==> src/rtl/jb_predict_if.sv <==
`default_nettype none
// ============================================================================
//  Module   : jb_predict_if
//  Purpose  : Signal bundle between the pipeline (IF/EX) and jb_predict_unit.
//             The master modport is the pipeline side, the slave modport is
//             the predictor side.
//  Revision : 1.0  initial release
// ============================================================================
interface jb_predict_if #(
  parameter int XLEN  = 32,
  parameter int CNT_W = 32
);
  // IF-stage lookup
  logic [XLEN-1:0]  if_pc;
  logic             pred_taken;
  logic [XLEN-1:0]  pred_target;
  // EX-stage resolve
  logic             ex_valid;
  logic             ex_stall;
  logic [4:0]       ex_opcode;
  logic [XLEN-1:0]  ex_pc;
  logic [XLEN-1:0]  ex_operand1;
  logic [XLEN-1:0]  ex_operand2;
  logic             ex_branch_taken;
  logic             ex_pred_taken;
  logic [XLEN-1:0]  ex_pred_target;
  logic [XLEN-1:0]  jb_out;
  logic             mispredict;
  logic [XLEN-1:0]  redirect_pc;
  // Statistics
  logic [CNT_W-1:0] br_cnt;
  logic [CNT_W-1:0] mispred_cnt;

  modport master (
    output if_pc, ex_valid, ex_stall, ex_opcode, ex_pc, ex_operand1,
           ex_operand2, ex_branch_taken, ex_pred_taken, ex_pred_target,
    input  pred_taken, pred_target, jb_out, mispredict, redirect_pc,
           br_cnt, mispred_cnt
  );

  modport slave (
    input  if_pc, ex_valid, ex_stall, ex_opcode, ex_pc, ex_operand1,
           ex_operand2, ex_branch_taken, ex_pred_taken, ex_pred_target,
    output pred_taken, pred_target, jb_out, mispredict, redirect_pc,
           br_cnt, mispred_cnt
  );
endinterface
`default_nettype wire

==> src/rtl/jb_predict_unit.sv <==
`default_nettype none
// ============================================================================
//  Module   : jb_predict_unit
//  Purpose  : JB target adder plus direct-mapped BTB with 2-bit saturating
//             counters. IF looks up the BTB combinationally, EX resolves the
//             real outcome, raises mispredict/redirect and trains the table.
//             Keeps saturating branch and misprediction counters.
//  Revision : 1.0  initial release
// ============================================================================
module jb_predict_unit #(
  parameter int XLEN    = 32,
  parameter int ENTRIES = 16,
  parameter int CNT_W   = 32
) (
  input  logic        clk,
  input  logic        rst_n,
  jb_predict_if.slave bus_io
);

  localparam int IDX_W = $clog2(ENTRIES);
  localparam int TAG_W = XLEN - IDX_W - 2;

  localparam logic [4:0]      c_op_branch = 5'b11000;
  localparam logic [4:0]      c_op_jal    = 5'b11011;
  localparam logic [4:0]      c_op_jalr   = 5'b11001;
  localparam logic [XLEN-1:0] c_pc_step   = XLEN'(4);

  // BTB storage
  logic             valid_q  [ENTRIES];
  logic [TAG_W-1:0] tag_q    [ENTRIES];
  logic [XLEN-1:0]  target_q [ENTRIES];
  logic [1:0]       ctr_q    [ENTRIES];
  logic             jump_q   [ENTRIES];

  logic [CNT_W-1:0] br_cnt_q, br_cnt_d;
  logic [CNT_W-1:0] mispred_cnt_q, mispred_cnt_d;

  // ---------------- IF lookup ----------------
  logic [IDX_W-1:0] w_if_idx;
  logic [TAG_W-1:0] w_if_tag;
  logic             w_if_hit;
  logic             w_pred_taken;

  assign w_if_idx     = bus_io.if_pc[IDX_W+1:2];
  assign w_if_tag     = bus_io.if_pc[XLEN-1:IDX_W+2];
  assign w_if_hit     = valid_q[w_if_idx] && (tag_q[w_if_idx] == w_if_tag);
  assign w_pred_taken = w_if_hit && (jump_q[w_if_idx] || ctr_q[w_if_idx][1]);

  assign bus_io.pred_taken  = w_pred_taken;
  assign bus_io.pred_target = w_pred_taken ? target_q[w_if_idx]
                                           : (bus_io.if_pc + c_pc_step);

  // ---------------- EX resolve ----------------
  logic [XLEN-1:0]  w_sum;
  logic [XLEN-1:0]  w_jb;
  logic             w_is_br;
  logic             w_is_jmp;
  logic             w_act_taken;
  logic             w_upd;
  logic             w_mispredict;
  logic [IDX_W-1:0] w_ex_idx;
  logic [TAG_W-1:0] w_ex_tag;
  logic             w_ex_hit;

  assign w_sum       = bus_io.ex_operand1 + bus_io.ex_operand2;
  assign w_jb        = {w_sum[XLEN-1:1], 1'b0};
  assign w_is_br     = (bus_io.ex_opcode == c_op_branch);
  assign w_is_jmp    = (bus_io.ex_opcode == c_op_jal) || (bus_io.ex_opcode == c_op_jalr);
  assign w_act_taken = w_is_jmp || (w_is_br && bus_io.ex_branch_taken);
  assign w_upd       = bus_io.ex_valid && !bus_io.ex_stall;
  assign w_mispredict = w_upd &&
                        ((bus_io.ex_pred_taken != w_act_taken) ||
                         (w_act_taken && (bus_io.ex_pred_target != w_jb)));

  assign w_ex_idx = bus_io.ex_pc[IDX_W+1:2];
  assign w_ex_tag = bus_io.ex_pc[XLEN-1:IDX_W+2];
  assign w_ex_hit = valid_q[w_ex_idx] && (tag_q[w_ex_idx] == w_ex_tag);

  assign bus_io.jb_out      = w_jb;
  assign bus_io.mispredict  = w_mispredict;
  assign bus_io.redirect_pc = w_act_taken ? w_jb : (bus_io.ex_pc + c_pc_step);
  assign bus_io.br_cnt      = br_cnt_q;
  assign bus_io.mispred_cnt = mispred_cnt_q;

  // ---------------- Table training ----------------
  logic             w_wr_en;
  logic             w_wr_valid;
  logic [XLEN-1:0]  w_wr_target;
  logic [1:0]       w_wr_ctr;
  logic             w_wr_jump;

  // Work out the new contents of the EX entry; hits keep untouched fields.
  always_comb begin
    w_wr_en     = 1'b0;
    w_wr_valid  = valid_q[w_ex_idx];
    w_wr_target = target_q[w_ex_idx];
    w_wr_ctr    = ctr_q[w_ex_idx];
    w_wr_jump   = jump_q[w_ex_idx];
    if (w_upd) begin
      if (w_is_jmp) begin
        w_wr_en     = 1'b1;
        w_wr_valid  = 1'b1;
        w_wr_target = w_jb;
        w_wr_ctr    = 2'b11;
        w_wr_jump   = 1'b1;
      end else if (w_is_br) begin
        if (w_ex_hit) begin
          w_wr_en    = 1'b1;
          w_wr_valid = 1'b1;
          w_wr_jump  = 1'b0;
          if (bus_io.ex_branch_taken) begin
            w_wr_target = w_jb;
            if (ctr_q[w_ex_idx] != 2'b11) w_wr_ctr = ctr_q[w_ex_idx] + 2'b01;
          end else begin
            if (ctr_q[w_ex_idx] != 2'b00) w_wr_ctr = ctr_q[w_ex_idx] - 2'b01;
          end
        end else if (bus_io.ex_branch_taken) begin
          w_wr_en     = 1'b1;
          w_wr_valid  = 1'b1;
          w_wr_target = w_jb;
          w_wr_ctr    = 2'b10;
          w_wr_jump   = 1'b0;
        end
      end else if (w_ex_hit) begin
        // A non-JB instruction hitting the BTB is an alias: drop the entry.
        w_wr_en    = 1'b1;
        w_wr_valid = 1'b0;
      end
    end
  end

  // Commit the EX entry write; reset clears every entry.
  always_ff @(posedge clk or negedge rst_n) begin
    if (!rst_n) begin
      for (int i = 0; i < ENTRIES; i++) begin
        valid_q[i]  <= 1'b0;
        tag_q[i]    <= '0;
        target_q[i] <= '0;
        ctr_q[i]    <= 2'b00;
        jump_q[i]   <= 1'b0;
      end
    end else if (w_wr_en) begin
      valid_q[w_ex_idx]  <= w_wr_valid;
      tag_q[w_ex_idx]    <= w_ex_tag;
      target_q[w_ex_idx] <= w_wr_target;
      ctr_q[w_ex_idx]    <= w_wr_ctr;
      jump_q[w_ex_idx]   <= w_wr_jump;
    end
  end

  // ---------------- Statistics ----------------
  // Saturating increments: hold at all-ones instead of wrapping.
  always_comb begin
    br_cnt_d      = br_cnt_q;
    mispred_cnt_d = mispred_cnt_q;
    if (w_upd && (w_is_br || w_is_jmp) && (br_cnt_q != '1))
      br_cnt_d = br_cnt_q + 1'b1;
    if (w_mispredict && (mispred_cnt_q != '1))
      mispred_cnt_d = mispred_cnt_q + 1'b1;
  end

  // Statistics registers.
  always_ff @(posedge clk or negedge rst_n) begin
    if (!rst_n) begin
      br_cnt_q      <= '0;
      mispred_cnt_q <= '0;
    end else begin
      br_cnt_q      <= br_cnt_d;
      mispred_cnt_q <= mispred_cnt_d;
    end
  end

endmodule
`default_nettype wire

==> src/flat_wrapper.sv <==
// flat-port wrapper written by rule: the top's interface ports become plain ports
module jb_predict_unit_flat 
#(
  parameter int XLEN    = 32,
  parameter int ENTRIES = 16,
  parameter int CNT_W   = 32
)
  (clk, rst_n, bus_io_if_pc, bus_io_ex_valid, bus_io_ex_stall, bus_io_ex_opcode, bus_io_ex_pc, bus_io_ex_operand1, bus_io_ex_operand2, bus_io_ex_branch_taken, bus_io_ex_pred_taken, bus_io_ex_pred_target, bus_io_pred_taken, bus_io_pred_target, bus_io_jb_out, bus_io_mispredict, bus_io_redirect_pc, bus_io_br_cnt, bus_io_mispred_cnt);
  jb_predict_if #(.XLEN(XLEN), .CNT_W(CNT_W)) bus_io_i ();
  input  logic clk;
  input  logic rst_n;
  input wire logic [$bits(bus_io_i.if_pc)-1:0] bus_io_if_pc;
  input wire logic [$bits(bus_io_i.ex_valid)-1:0] bus_io_ex_valid;
  input wire logic [$bits(bus_io_i.ex_stall)-1:0] bus_io_ex_stall;
  input wire logic [$bits(bus_io_i.ex_opcode)-1:0] bus_io_ex_opcode;
  input wire logic [$bits(bus_io_i.ex_pc)-1:0] bus_io_ex_pc;
  input wire logic [$bits(bus_io_i.ex_operand1)-1:0] bus_io_ex_operand1;
  input wire logic [$bits(bus_io_i.ex_operand2)-1:0] bus_io_ex_operand2;
  input wire logic [$bits(bus_io_i.ex_branch_taken)-1:0] bus_io_ex_branch_taken;
  input wire logic [$bits(bus_io_i.ex_pred_taken)-1:0] bus_io_ex_pred_taken;
  input wire logic [$bits(bus_io_i.ex_pred_target)-1:0] bus_io_ex_pred_target;
  output wire logic [$bits(bus_io_i.pred_taken)-1:0] bus_io_pred_taken;
  output wire logic [$bits(bus_io_i.pred_target)-1:0] bus_io_pred_target;
  output wire logic [$bits(bus_io_i.jb_out)-1:0] bus_io_jb_out;
  output wire logic [$bits(bus_io_i.mispredict)-1:0] bus_io_mispredict;
  output wire logic [$bits(bus_io_i.redirect_pc)-1:0] bus_io_redirect_pc;
  output wire logic [$bits(bus_io_i.br_cnt)-1:0] bus_io_br_cnt;
  output wire logic [$bits(bus_io_i.mispred_cnt)-1:0] bus_io_mispred_cnt;
  assign bus_io_i.if_pc = bus_io_if_pc;
  assign bus_io_i.ex_valid = bus_io_ex_valid;
  assign bus_io_i.ex_stall = bus_io_ex_stall;
  assign bus_io_i.ex_opcode = bus_io_ex_opcode;
  assign bus_io_i.ex_pc = bus_io_ex_pc;
  assign bus_io_i.ex_operand1 = bus_io_ex_operand1;
  assign bus_io_i.ex_operand2 = bus_io_ex_operand2;
  assign bus_io_i.ex_branch_taken = bus_io_ex_branch_taken;
  assign bus_io_i.ex_pred_taken = bus_io_ex_pred_taken;
  assign bus_io_i.ex_pred_target = bus_io_ex_pred_target;
  assign bus_io_pred_taken = bus_io_i.pred_taken;
  assign bus_io_pred_target = bus_io_i.pred_target;
  assign bus_io_jb_out = bus_io_i.jb_out;
  assign bus_io_mispredict = bus_io_i.mispredict;
  assign bus_io_redirect_pc = bus_io_i.redirect_pc;
  assign bus_io_br_cnt = bus_io_i.br_cnt;
  assign bus_io_mispred_cnt = bus_io_i.mispred_cnt;
  jb_predict_unit #(.XLEN(XLEN), .ENTRIES(ENTRIES), .CNT_W(CNT_W)) u_core (.clk(clk), .rst_n(rst_n), .bus_io(bus_io_i));
endmodule
==> config.mk <==
export PLATFORM = sky130hd
export DESIGN_NAME = jb_predict_unit_flat
export DESIGN_NICKNAME = d
export VERILOG_FILES = /design/src/rtl/jb_predict_if.sv /design/src/rtl/jb_predict_unit.sv /design/src/flat_wrapper.sv
export SDC_FILE = /design/constraint.sdc
export NUM_CORES = 2
export LEC_CHECK = 0
export CAP_MARGIN = 20
export CORE_ASPECT_RATIO = 0.5
export CORE_MARGIN = 3
export CORE_UTILIZATION = 40
export CTS_BUF_LIST = sky130_fd_sc_hd__clkbuf_16
export CTS_CLUSTER_SIZE = 28
export DETAILED_ROUTE_END_ITERATION = 6
export GPL_TIMING_DRIVEN = 0
export PLACE_DENSITY = 0.63
export SYNTH_ARGS = -nofsm -noshare
export SYNTH_HDL_FRONTEND = slang
export SYNTH_SLANG_ARGS = --single-unit
==> constraint.sdc <==
create_clock -name clk -period 8.3 [get_ports clk]
set_input_delay 0.83 -clock clk [delete_from_list [all_inputs] [get_ports clk]]
set_output_delay 0.83 -clock clk [all_outputs]
set_load 0.005 [all_outputs]
==> results.cfg <==
[clock_network]
cts_hold_buf = 0
cts_root_buffer = clkbuf_16
clk_latency_ps = 750
cts_buffer_depth = 3
htree_levels = 3
clk_pin_slew_ps = 60
cts_tree = done
cts_buffers = 103
cts_sinks = 1056

[global_route]
antenna_found_initial = 17
grt_max_degree = 176
track_usage_pct = 32.2
grt_pass1_vias = 47400
grt_overflow = 0
grt_pass1_wl_mm = 351

[critical_path]
cpMostUsedCell = clkbuf_1
cp.required_ps = 7470
cp_cell_sequence = clkdlybuf4s50_1, clkbuf_1, clkbuf_1, clkbuf_1, clkbuf_1, clkbuf_1, clkbuf_1, mux4_2, mux4_2, mux2_2, clkdlybuf4s50_1
critical_path_class = in2out
reg2reg_slack_ps = 2390
crit_slowest_cell = clkbuf_1
crit_arrival_ps = 7490
crit_path_start_kind = primary input
path_max_fanout = 10
worstSetupEndpointType = output port
cpPeakStageDelay_ps = 860

[synth]
syn_nets = 4938
yosysWarnings = 0
yosys.area_share.adder_pct = 0.820
synth.avg_cell_area_sq_um = 12.4
syn_inst = 4729
synth_top_family_by_area = multiplexers
syn_area_sq_um = 58900
ys_seq_elements = 1056
synth_edf_count = 0
yosys.area_share.simple_pct = 7.63
muxShareOfSynthArea_pct = 32.3
ys.flop_type = dfrtp_1
postSynth.asyncResetShare_pct = 100
synth_xor_xnor_area_share_pct = 3.53
synth_cell_types = 72
synth_seq_area_share_pct = 44.9
synth_compound_area_share_pct = 7.19

[placement]
dp_hpwl_mm = 180
placedCellCount = 7056
dp_slack_ps = -324
portBuffers = 319
gp_congestion = 0.991

[timing]
final.setup_skew_ps = 58.9
relSlewSlack_pct = 14.5
rsz0062_at_grt = false
final.setup.tns_ps = -21.4
hold_violations = 0
period_minus_slack_ps = 8320
setup_ws_ps = -21.4
max_freq_ghz = 0.120
setup_violations = 1
fin_hold_ws_ps = 27.3
worstMarginPinSlew_ps = 1280
slew_viol_final = 0
finalCritPeriodShare_pct = 100

[floorplanning]
dieArea_sq_um = 152000
start_util_pct = 40.8
rows = 98
core_sq_um = 144000
dieHeight_microns = 277
pin_count = 333
die_w_microns = 549

[pwr]
vdd_drop_max_uv = 160
power.density_nw_per_um2 = 175
p_leak_nw = 30.2
power_mw = 12.1

[routing]
routed_wl_mm = 249
drtAntennaViolNets = 0
drc = 0
drt_iter0_drc = 6761
vias = 47300
dr.pass1.iters = 6
vias_per_cell = 6.50
routedWlPerCell_microns = 34.2

[outcome]
status = complete, but fails checks
violations = setup timing

[min_path]
holdCritPathClass = in2async

[cells_and_area]
nNetsFinal = 5435
stdcell_count = 7268
fillers = 12900
area_growth_syn_to_layout_pct = 17.1
drive_above_1_share_pct = 19.3

[job]
drv_cap = 0
cell families (layout without fill, tap and decap cells):
family                   count (synthesis)  after routing
other                                    1             11
multiplexers                          1092           1092
buffers and inverters                  506           1085
XOR/XNOR                               231            231
adder cells (fa/ha/maj)                 38             38
flip-flops                            1056           1056
AND/OR/NAND/NOR                       1025           1025
AO/OA/AOI/OAI                          780            780
metal layers:
metal	up-vias	global-route usage, %	routed length, microns
li1	18600	-	-
met1	24600	41.0	91900
met2	3313	46.7	108000
met3	772	13.7	34000
met4	14	16.9	14800
met5	-	0	89
per-stage QoR:
stage          utilization [%]  area, sq um
5_1_grt                   47.7        68900
6_report                  47.7        68900
3_5_place_dp              45.3        65500
3_3_place_gp              44.7        64500
4_1_cts                   47.6        68700
2_1_floorplan                -        58900
state kept, by name, summed over array words and instances (netlist names):
register	flops
u_core.bus_io.br_cnt	32
u_core.target_q	512
u_core.jump_q	16
u_core.ctr_q	32
u_core.bus_io.mispred_cnt	32
u_core.tag_q	416
u_core.valid_q	16
worst max-delay path, delay by kind of cell:
kind	cells	cell delay [ps]
buffers and inverters	8	5270
muxes	3	1360
Yosys cell counts (64+ instances only):
master	count	area (sq um)
dfrtp_1	1056	26400
clkbuf_1	246	923
xor2_1	67	587
mux2_1	435	4900
a21oi_1	403	2020
xnor2_1	160	1400
o21ai_1	202	1010
mux4_2	598	13500
buf_2	127	636
buf_1	64	240
nand2_1	315	1180
nor2_1	422	1580
o21ai_0	64	320
nand4_1	65	407
nand3_1	77	385
path summary, 6_finish.rpt:
path	startpoint	cells past startpoint	to
min in group clk	u_core.bus_io.mispred_cnt[11]	1	u_core.bus_io.mispred_cnt[11]
worst min register to register	u_core.bus_io.mispred_cnt[11]	1	u_core.bus_io.mispred_cnt[11]
max in group asynchronous	rst_n	3	u_core.tag_q[277]
worst max-delay path	bus_io_if_pc[3]	11	bus_io_pred_target[24]
worst max register to register	u_core.tag_q[9]	13	u_core.target_q[55]
worst min-delay path	rst_n	1	u_core.target_q[58]
timing repair:
action / CTS / global route
setup endpoints to repair: 29 / 7
gates resized for setup: 0 / 1
pin swaps: 1 / 0
buffers inserted: 2 / 0
hold endpoints to repair: 0 / 0
power by group:
part | internal [mW] | total [mW] | switching, mW
clock | 2.43 | 4.64 | 2.22
sequential | 5.33 | 5.48 | 0.152
combinational | 0.807 | 1.96 | 1.15
total | 8.57 | 12.1 | 3.52
layout make-up:
type                            instances  area (sq um)  share of cell area, %
Clock inverter                         84           623                  0.904
Tap cell                             1950          2440                   3.54
Clock buffer                          103          2580                   3.74
Sequential cell                      1056         26400                   38.3
Buffer                                452          1950                   2.83
Multi-Input combinational cell       3167         30300                   44.0
Antenna cell                           10          25.0                 0.0363
Timing Repair Buffer                  392          4330                   6.28
Inverter                               54           203                  0.294
cells in the final DEF (no fill, tap or decap), drive strengths merged, types with 11 or more instances in the layout:
master and n:
mux4 598, nand2 315, nor2b 11, nor3 20, clkbuf 349, clkdlybuf4s50 318, buf 280, dfrtp 1056
a32o 15, xor2 67, mux2i 21, nand4 65, nor2 422, o21ai 266, a21oi 404, nand3 77
a31oi 21, nor4 11, mux2 473, and3 56, o21a 18, xnor2 160, ha 37, inv 80
and2 13, clkinv 46
No activity file was read; power rests on OpenSTA's default activity.
